[src/rtl/spi_txn_arbiter.sv]
// spi_txn_arbiter: round-robin owner of one shared byte-wide SPI master.
// Sequences CS setup, ready_send/busy handshake, burst lock and timeout.
module spi_txn_arbiter #(
   parameter int N_REQ   = 4,
   parameter int TIMEOUT = 255
) (
   input  logic               clk,
   input  logic               rst,
   input  logic [N_REQ-1:0]   i_req,
   input  logic [N_REQ-1:0]   i_req_last,
   input  logic [8*N_REQ-1:0] i_req_data,
   output logic [N_REQ-1:0]   o_gnt,
   output logic [N_REQ-1:0]   o_ack,
   output logic [7:0]         o_rx_data,
   output logic               o_err,
   output logic [N_REQ-1:0]   o_spi_cs_n,
   output logic [7:0]         o_spi_data_in,
   output logic               o_spi_ready_send,
   input  logic               i_spi_busy,
   input  logic [7:0]         i_spi_data_out
);

   localparam int OW = (N_REQ > 1) ? $clog2(N_REQ) : 1;
   localparam int TW = $clog2(TIMEOUT + 1);
   localparam logic [OW-1:0] LAST_RST = OW'(N_REQ - 1);
   localparam logic [TW-1:0] T_END    = TW'(TIMEOUT - 1);
   localparam logic [N_REQ-1:0] ONE   = {{(N_REQ-1){1'b0}}, 1'b1};

   typedef enum logic [2:0] {
      S_IDLE,
      S_SETUP,
      S_WAIT_BUSY,
      S_WAIT_DONE,
      S_NEXT,
      S_RELEASE
   } state_t;

   state_t           r_state;
   state_t           w_state_nxt;
   logic [OW-1:0]    r_owner;
   logic [OW-1:0]    w_owner_nxt;
   logic [OW-1:0]    r_last_owner;
   logic [OW-1:0]    w_last_owner_nxt;
   logic             r_last_flag;
   logic             w_last_flag_nxt;
   logic [TW-1:0]    r_timer;
   logic [TW-1:0]    w_timer_nxt;
   logic [N_REQ-1:0] r_gnt;
   logic [N_REQ-1:0] w_gnt_nxt;
   logic [N_REQ-1:0] r_ack;
   logic [N_REQ-1:0] w_ack_nxt;
   logic [N_REQ-1:0] r_cs_n;
   logic [N_REQ-1:0] w_cs_n_nxt;
   logic [7:0]       r_rx_data;
   logic [7:0]       w_rx_nxt;
   logic [7:0]       r_data_in;
   logic [7:0]       w_data_in_nxt;
   logic             r_err;
   logic             w_err_nxt;
   logic             r_ready;
   logic             w_ready_nxt;
   logic             w_load;

   logic [OW-1:0]    w_win;
   logic             w_win_vld;
   logic [N_REQ-1:0] w_win_1h;
   logic [N_REQ-1:0] w_own_1h;
   logic [7:0]       w_own_data;
   logic             w_own_last;
   logic             w_own_req;

   assign w_win_1h   = ONE << w_win;
   assign w_own_1h   = ONE << r_owner;
   assign w_own_data = i_req_data[8*r_owner +: 8];
   assign w_own_last = i_req_last[r_owner];
   assign w_own_req  = i_req[r_owner];

   // Round-robin pick: first requester above the previous owner, wrapping.
   always_comb begin
      w_win     = r_last_owner;
      w_win_vld = 1'b0;
      for (int k = 1; k <= N_REQ; k++) begin
         if (!w_win_vld && i_req[(int'(r_last_owner) + k) % N_REQ]) begin
            w_win_vld = 1'b1;
            w_win     = OW'((int'(r_last_owner) + k) % N_REQ);
         end
      end
   end

   // Next state and next values of every registered output.
   always_comb begin
      w_state_nxt      = r_state;
      w_owner_nxt      = r_owner;
      w_last_owner_nxt = r_last_owner;
      w_last_flag_nxt  = r_last_flag;
      w_timer_nxt      = r_timer;
      w_gnt_nxt        = r_gnt;
      w_ack_nxt        = '0;
      w_cs_n_nxt       = r_cs_n;
      w_rx_nxt         = r_rx_data;
      w_data_in_nxt    = r_data_in;
      w_err_nxt        = 1'b0;
      w_ready_nxt      = r_ready;
      w_load           = 1'b0;
      unique case (r_state)
         S_IDLE: begin
            if (w_win_vld && !i_spi_busy) begin
               w_owner_nxt = w_win;
               w_gnt_nxt   = w_win_1h;
               w_cs_n_nxt  = ~w_win_1h;
               w_state_nxt = S_SETUP;
            end
         end
         S_SETUP: begin
            w_load = 1'b1;
         end
         S_WAIT_BUSY: begin
            if (i_spi_busy) begin
               w_ready_nxt = 1'b0;
               w_state_nxt = S_WAIT_DONE;
            end else if (r_timer == T_END) begin
               w_ready_nxt = 1'b0;
               w_err_nxt   = 1'b1;
               w_state_nxt = S_RELEASE;
            end else begin
               w_timer_nxt = r_timer + 1'b1;
            end
         end
         S_WAIT_DONE: begin
            if (!i_spi_busy) begin
               w_rx_nxt  = i_spi_data_out;
               w_ack_nxt = w_own_1h;
               if (r_last_flag) begin
                  w_state_nxt = S_RELEASE;
               end else begin
                  w_timer_nxt = '0;
                  w_state_nxt = S_NEXT;
               end
            end
         end
         S_NEXT: begin
            // The requester is still reacting to ack, so its req is stale.
            if (!(|r_ack) && w_own_req) begin
               w_load = 1'b1;
            end else if (r_timer == T_END) begin
               w_err_nxt   = 1'b1;
               w_state_nxt = S_RELEASE;
            end else begin
               w_timer_nxt = r_timer + 1'b1;
            end
         end
         S_RELEASE: begin
            w_gnt_nxt        = '0;
            w_cs_n_nxt       = '1;
            w_last_owner_nxt = r_owner;
            w_state_nxt      = S_IDLE;
         end
         default: begin
            w_state_nxt = S_IDLE;
         end
      endcase
      if (w_load) begin
         w_data_in_nxt   = w_own_data;
         w_last_flag_nxt = w_own_last;
         w_ready_nxt     = 1'b1;
         w_timer_nxt     = '0;
         w_state_nxt     = S_WAIT_BUSY;
      end
   end

   // State register and sequencing bookkeeping.
   always_ff @(posedge clk) begin
      if (rst) begin
         r_state      <= S_IDLE;
         r_owner      <= '0;
         r_last_owner <= LAST_RST;
         r_last_flag  <= 1'b0;
         r_timer      <= '0;
      end else begin
         r_state      <= w_state_nxt;
         r_owner      <= w_owner_nxt;
         r_last_owner <= w_last_owner_nxt;
         r_last_flag  <= w_last_flag_nxt;
         r_timer      <= w_timer_nxt;
      end
   end

   // Registered outputs toward requesters and the SPI master.
   always_ff @(posedge clk) begin
      if (rst) begin
         r_gnt     <= '0;
         r_ack     <= '0;
         r_cs_n    <= '1;
         r_rx_data <= '0;
         r_data_in <= '0;
         r_err     <= 1'b0;
         r_ready   <= 1'b0;
      end else begin
         r_gnt     <= w_gnt_nxt;
         r_ack     <= w_ack_nxt;
         r_cs_n    <= w_cs_n_nxt;
         r_rx_data <= w_rx_nxt;
         r_data_in <= w_data_in_nxt;
         r_err     <= w_err_nxt;
         r_ready   <= w_ready_nxt;
      end
   end

   assign o_gnt            = r_gnt;
   assign o_ack            = r_ack;
   assign o_rx_data        = r_rx_data;
   assign o_err            = r_err;
   assign o_spi_cs_n       = r_cs_n;
   assign o_spi_data_in    = r_data_in;
   assign o_spi_ready_send = r_ready;

endmodule

[config.mk]
export PLATFORM = sky130hd
export DESIGN_NAME = spi_txn_arbiter
export DESIGN_NICKNAME = d
export VERILOG_FILES = /design/src/rtl/spi_txn_arbiter.sv
export SDC_FILE = /design/constraint.sdc
export NUM_CORES = 1
export LEC_CHECK = 0
export CAP_MARGIN = 20
export CORE_ASPECT_RATIO = 0.75
export CORE_UTILIZATION = 40
export DETAILED_ROUTE_END_ITERATION = 8
export PLACE_DENSITY_LB_ADDON = 0.2
export SYNTH_ARGS = -nofsm -noshare
export SYNTH_HDL_FRONTEND = slang
export SYNTH_SLANG_ARGS = --single-unit
[constraint.sdc]
create_clock -name clk -period 3.95 [get_ports clk]
set_input_delay 1.185 -clock clk [delete_from_list [all_inputs] [get_ports clk]]
set_output_delay 1.185 -clock clk [all_outputs]
set_load 0.05 [all_outputs]
==> results of run 1 <==
## report_power, final
| part | internal, W | switching, W | total, W |
|---|---|---|---|
| registers | 0.000522 | 0.0000641 | 0.000586 |
| logic | 0.000277 | 0.000346 | 0.000623 |
| clock network | 0.000119 | 0.000149 | 0.000268 |
| total | 0.000918 | 0.000559 | 0.00148 |
## synthesized netlist by cell type (2+ instances only)
master	n
dfxtp_1	46
mux2i_1	10
buf_2	3
nand2b_1	5
nor4_1	4
or3_1	4
a2bb2oi_1	2
mux4_2	7
or4_1	2
o21ai_0	7
clkbuf_1	10
o21bai_1	2
o2bb2ai_1	2
nand2_1	29
o22ai_1	2
ha_1	2
nor2b_1	4
a21oi_1	22
o31ai_1	3
nor2_1	29
mux4_1	3
buf_6	2
nand3_1	5
a22oi_1	2
inv_1	5
## cell type report
cell class	count	area share [%]
Sequential cell	46	29.1
Multi-Input combinational cell	172	38.6
Tap cell	75	2.97
Timing Repair Buffer	84	26.3
Clock inverter	2	0.316
Inverter	5	0.593
Clock buffer	5	2.18
## placed cells by master (no fill, tap or decap), types with 4 or more instances in the layout
cell / instances
nor2b_1: 4
clkdlybuf4s50_1: 80
buf_4: 4
inv_1: 5
nand3_1: 5
mux4_2: 7
nand2_1: 29
a21oi_1: 22
or3_1: 4
nor4_1: 4
mux2i_1: 10
nor2_1: 29
o21ai_0: 7
clkbuf_8: 5
dfxtp_1: 46
nand2b_1: 5
## flip-flops by register name, summed over array words and instances (netlist names)
signal / cells
o_ack: 4
o_err: 1
o_gnt: 4
o_rx_data: 8
o_spi_cs_n: 4
o_spi_data_in: 8
o_spi_ready_send: 1
r_last_flag: 1
r_last_owner: 2
r_owner: 2
r_state: 3
r_timer: 8
## how the worst max path moves through the flow
stage,startpoint,to,slack [ps],depth (start not counted)
4_1_cts,i_req[1],r_timer[5]$_SDFFE_PP0P_,990,6
6_report,i_req[1],r_timer[5]$_SDFFE_PP0P_,970,6
3_5_place_dp,i_req[1],r_timer[7]$_SDFFE_PP0P_,670,6
3_3_place_gp,i_req[1],r_timer[5]$_SDFFE_PP0P_,730,6
5_1_grt,i_req[1],r_timer[5]$_SDFFE_PP0P_,860,6
2_1_floorplan,i_req[3],r_timer[1]$_SDFFE_PP0P_,1320,6
## tightest hold or removal path, cell delays in order (launching register included)
cell and delay, ps:
dfxtp_1 310, nand2_1 50, a21oi_1 50
## per-stage QoR
stage	total power [W]	worst slack (ps)	cells
after detailed placement	0.00122	668	382
after global routing	0.00156	860	389
final	0.00148	969	389
after floorplan	0.00104	1320	238
after global placement	0.00122	729	382
after CTS	0.00149	990	389
## cells by family after synthesis
kind of cell    after synthesis  share of synthesized area (%)
fa+ha+maj                     2                           1.12
xor+xnor                      1                          0.392
simple gates                 95                           21.4
buf+inv                      20                           4.20
mux                          20                           15.1
flops                        46                           41.2
compound gates               54                           16.6
## layer usage
layer | vias up | routed length, µm | GRT usage [%]
met4 | 0 | 34 | 4.84
met5 | - | 0 | 0
met1 | 923 | 2420 | 23.7
met3 | 6 | 301 | 4.96
met2 | 59 | 2350 | 29.2
li1 | 1017 | - | -
==> results.json, run 1 <==
{
  "layout-drive-gt1-share_pct": 8.28,
  "tightestPinTransition_ps": 748,
  "cts_hold_buf": 0,
  "ir_drop_mv": 0.199,
  "synthFlopType": "dfxtp_1",
  "via_count": 2005,
  "synth_top_area_share_pct": 41.2,
  "async_flop_share_pct": 0,
  "seq_area_um2": 921,
  "fin_tns_setup_ps": 0,
  "r2r_setup_slack_ps": 1760,
  "ctsRootBufferMaster": "clkbuf_8",
  "critPathRequiredTime_ps": 4180,
  "period_share_pct": 75.5,
  "ys_warn_count": 0,
  "ys_ff_latch": 46,
  "worstReg2RegStart": "r_owner[1]$_SDFFE_PP0P_",
  "cp.arrival_ps": 3210,
  "routed_wl_um": 5100,
  "cts_buffer_depth": 2,
  "dieArea_um2": 5890,
  "die_w_um": 88.3,
  "ys_seq_area_share_pct": 41.2,
  "cp_cell_sequence": "clkdlybuf4s50_1 > mux4_2 > a21boi_2 > o22ai_2 > or4_1 > a21oi_1",
  "final_util_pct": 59.1,
  "place_hpwl_um": 3770,
  "cts_setup_buffers": 0,
  "hold-worst-slack_ps": 454,
  "grt_pass1_vias": 1761,
  "multi_input_area_um2": 1220,
  "diodes": 0,
  "worstHoldPathCells": 2,
  "cts_buffers": 5,
  "max_slew_margin_pct": 50.1,
  "synth_top_area_cell": "dfxtp_1",
  "outcome": "finished, final reports clean",
  "firstDrtPassIters": 4,
  "ant_nets": 0,
  "skew_ps": 5.98,
  "remaining_drc_errors": 0,
  "initial_core_util_pct": 41.7,
  "die_h_um": 66.7,
  "finalSetupViolCount": 0,
  "tritoncts": "yes",
  "antenna_found_initial": 0,
  "period_needed_ps": 2980,
  "clk_latency_ps": 290,
  "cts_sinks": 46,
  "rsz0062_at_grt": "no",
  "rows": 23,
  "slowest_delay_ps": 540,
  "reg2reg_to": "r_timer[5]$_SDFFE_PP0P_",
  "path_max_fanout": 15,
  "grt_pass1_wl_um": 8090,
  "core_region_area_um2": 5350,
  "p_leak_nw": 1.14,
  "drv_cap": 0,
  "drt_iter0_drc": 84,
  "synth_area_um2": 2230,
  "syn_inst": 238,
  "min_from": "o_rx_data[0]$_SDFFE_PP0P_",
  "finalInstanceArea_um2": 3160,
  "cts_resized": 0,
  "nets": 367,
  "holdPathEnd": "o_rx_data[0]$_SDFFE_PP0P_",
  "critPathKind": "primary input to flop",
  "hold_class": "flop to flop",
  "gp_congestion": 0.816,
  "ff2ff_path_depth": 6,
  "placed_cell_area_um2": 3080,
  "grt-ovfl-total": 0,
  "critPathLaunchType": "primary input",
  "grtUsageTotal_pct": 18.1,
  "synthesis.nets": 291,
  "routedWlPerCell_um": 13.1,
  "power_density_nw_per_um2": 467,
  "slowest_stage": "mux4_2",
  "fmax_mhz": 335,
  "end_kind": "flop",
  "clkSlewWorstSetupHoldPaths_ps": 80,
  "htreeDepth": 2,
  "viasPerCell": 5.15,
  "hold_viol_final": 0,
  "synth-edff-count": 0,
  "finalMaxSlewViolations": 0,
  "area_growth_pct": 41.5,
  "synth_cell_types": 51,
  "io_buffers": 80,
  "io_pins": 81,
  "syn_avg_cell_area_um2": 9.39,
  "grt_max_degree": 29,
  "path_buf_inv": 1,
  "path_delay_family": "compound AO/OA/AOI/OAI gates",
  "synth.area.top_cells": "dfxtp_1 41%, mux4_2 7.1%, a21oi_1 4.9%, nand2_1 4.9%, nor2_1 4.9%",
  "fill_cells": 489
}
No activity file was read; power rests on OpenSTA's default activity.
==> inputs of run 2 (changes only) <==
==> constraint.sdc (replaced) <==
create_clock -name clk -period 2.54 [get_ports clk]
set_input_delay 0.762 -clock clk [delete_from_list [all_inputs] [get_ports clk]]
set_output_delay 0.762 -clock clk [all_outputs]
set_load 0.05 [all_outputs]
==> results.json, run 2 (synthesized netlist as in run 1, its figures left out) <==
{
  "cts_buffers": 5,
  "slowest_stage": "mux4_2",
  "place_hpwl_um": 4180,
  "grt_max_degree": 20,
  "final.setup.worst_slack_ps": 93.7,
  "cts_sinks": 46,
  "antenna_found_initial": 0,
  "die_h_um": 66.7,
  "layout_commonest_cell": "clkdlybuf4s50_1",
  "seqPwrFrac_pct": 38.1,
  "grt_busiest_layer": "met2",
  "grt-ovfl-total": 0,
  "diodes": 0,
  "routed_wl_um": 5530,
  "layout-drive-gt1-share_pct": 13.5,
  "path_max_fanout": 13,
  "slowest_delay_ps": 550,
  "io_pins": 81,
  "hold_class": "flop to flop",
  "use_met3_pct": 4.46,
  "htreeDepth": 2,
  "finalInstanceArea_um2": 3330,
  "dieArea_um2": 5890,
  "clk_latency_ps": 300,
  "ant_nets": 0,
  "fin_tns_setup_ps": 0,
  "io_buffers": 80,
  "initial_core_util_pct": 41.7,
  "gp_congestion": 0.801,
  "via_count": 2134,
  "path_buf_inv": 1,
  "routedWlPerCell_um": 13.5,
  "period_needed_ps": 2450,
  "rsz0062_at_grt": "no",
  "finalMaxSlewViolations": 0,
  "critPathRequiredTime_ps": 2780,
  "grt_pass1_vias": 1956,
  "rows": 23,
  "power_density_nw_per_um2": 724,
  "final_cell_mix": "80 x clkdlybuf4s50_1, 46 x dfxtp_1, 29 x nand2_1, 29 x nor2_1",
  "p_comb_share_pct": 43.4,
  "drt_iter0_drc": 102,
  "nets": 385,
  "grt_pass1_wl_um": 8860,
  "core_region_area_um2": 5350,
  "p_leak_nw": 1.24,
  "cp.arrival_ps": 2680,
  "p_int_w": 0.00150,
  "tightestPinTransition_ps": 729,
  "hold_viol_final": 0,
  "path_delay_family": "multiplexers",
  "dp.cells": 400,
  "firstDrtPassIters": 4,
  "cts_setup_buffers": 0,
  "clkSlewWorstSetupHoldPaths_ps": 90,
  "end_kind": "flop",
  "area_growth_pct": 49.2,
  "cp_cell_sequence": "clkdlybuf4s50_1 > mux4_2 > a21boi_4 > o22ai_4 > or4_1 > a21oi_1",
  "finalSetupViolCount": 0,
  "placed_cell_area_um2": 3220,
  "ctsRootBufferMaster": "clkbuf_8",
  "critPathLaunchType": "primary input",
  "ir_drop_mv": 0.342,
  "place_ws_ps": -258,
  "tritoncts": "yes",
  "grt_use_met1_pct": 24.7,
  "die_w_um": 88.3,
  "fmax_mhz": 409,
  "cts_buffer_depth": 2,
  "drv_cap": 0,
  "power_switching_w": 0.000917,
  "pwr-share-clk_pct": 18.5,
  "fill_cells": 488,
  "stdcell_count": 408,
  "remaining_drc_errors": 0,
  "period_share_pct": 96.3,
  "max_slew_margin_pct": 51.0,
  "use_met2_pct": 33.5,
  "power_w": 0.00241,
  "viasPerCell": 5.23,
  "outcome": "finished, final reports clean",
  "critPathKind": "primary input to flop",
  "switching_share_pct": 38.0,
  "grtUsageTotal_pct": 19.6,
  "skew_ps": 8.74
}
[run 2: final timing paths]
check	depth (start not counted)	start	end	slack, ps
max	6	i_req[0]	r_timer[5]$_SDFFE_PP0P_	90
min	2	o_rx_data[0]$_SDFFE_PP0P_	o_rx_data[0]$_SDFFE_PP0P_	460
max reg2reg	5	r_state[2]$_SDFFE_PP0P_	r_timer[5]$_SDFFE_PP0P_	570
min reg2reg	2	o_rx_data[0]$_SDFFE_PP0P_	o_rx_data[0]$_SDFFE_PP0P_	460
[run 2: stage by stage]
step | hold slack (ps) | util, %
final | 460 | 62.3
after global routing | 480 | 62.3
after CTS | 462 | 61.8
after detailed placement | 448 | 60.1
after global placement | 441 | 60.1
after floorplan | 448 | -
[run 2: area by class of cell]
type / count / area [µm²] / area share [%]
Inverter: 5 / 18.8 / 0.563
Tap cell: 75 / 93.8 / 2.82
Clock buffer: 5 / 68.8 / 2.06
Timing Repair Buffer: 102 / 966 / 29.0
Multi-Input combinational cell: 172 / 1240 / 37.3
Sequential cell: 46 / 921 / 27.6
Clock inverter: 3 / 21.3 / 0.638
[run 2: worst reg2reg max path, stage by stage, from the launching register on]
cell and delay, ps:
dfxtp_1 560, nor2b_1 370, a21boi_4 270, o22ai_4 140, or4_1 420, a21oi_1 150
[run 2: layer usage]
metal | vias to the layer above | share of wire (%)
li1 | 1054 | -
met1 | 1009 | 45
met2 | 65 | 49
met3 | 6 | 5.4
met4 | 0 | 0.92
met5 | - | 0
[run 2: power groups by stage]
stage,combinational (W),sequential (W),clock (W)
after CTS,0.00104,0.000915,0.000459
after floorplan,0.000546,0.00107,0
after global routing,0.00113,0.000937,0.000492
after global placement,0.00102,0.000929,0
final,0.00105,0.000921,0.000447
after detailed placement,0.00104,0.000929,0
[run 2: repair_timing]
item | 4_1_cts | 5_1_grt
hold endpoints to repair | 0 | 0
setup endpoints to repair | 0 | 7
hold buffers | 0 | 0
gates resized for setup | 0 | 3
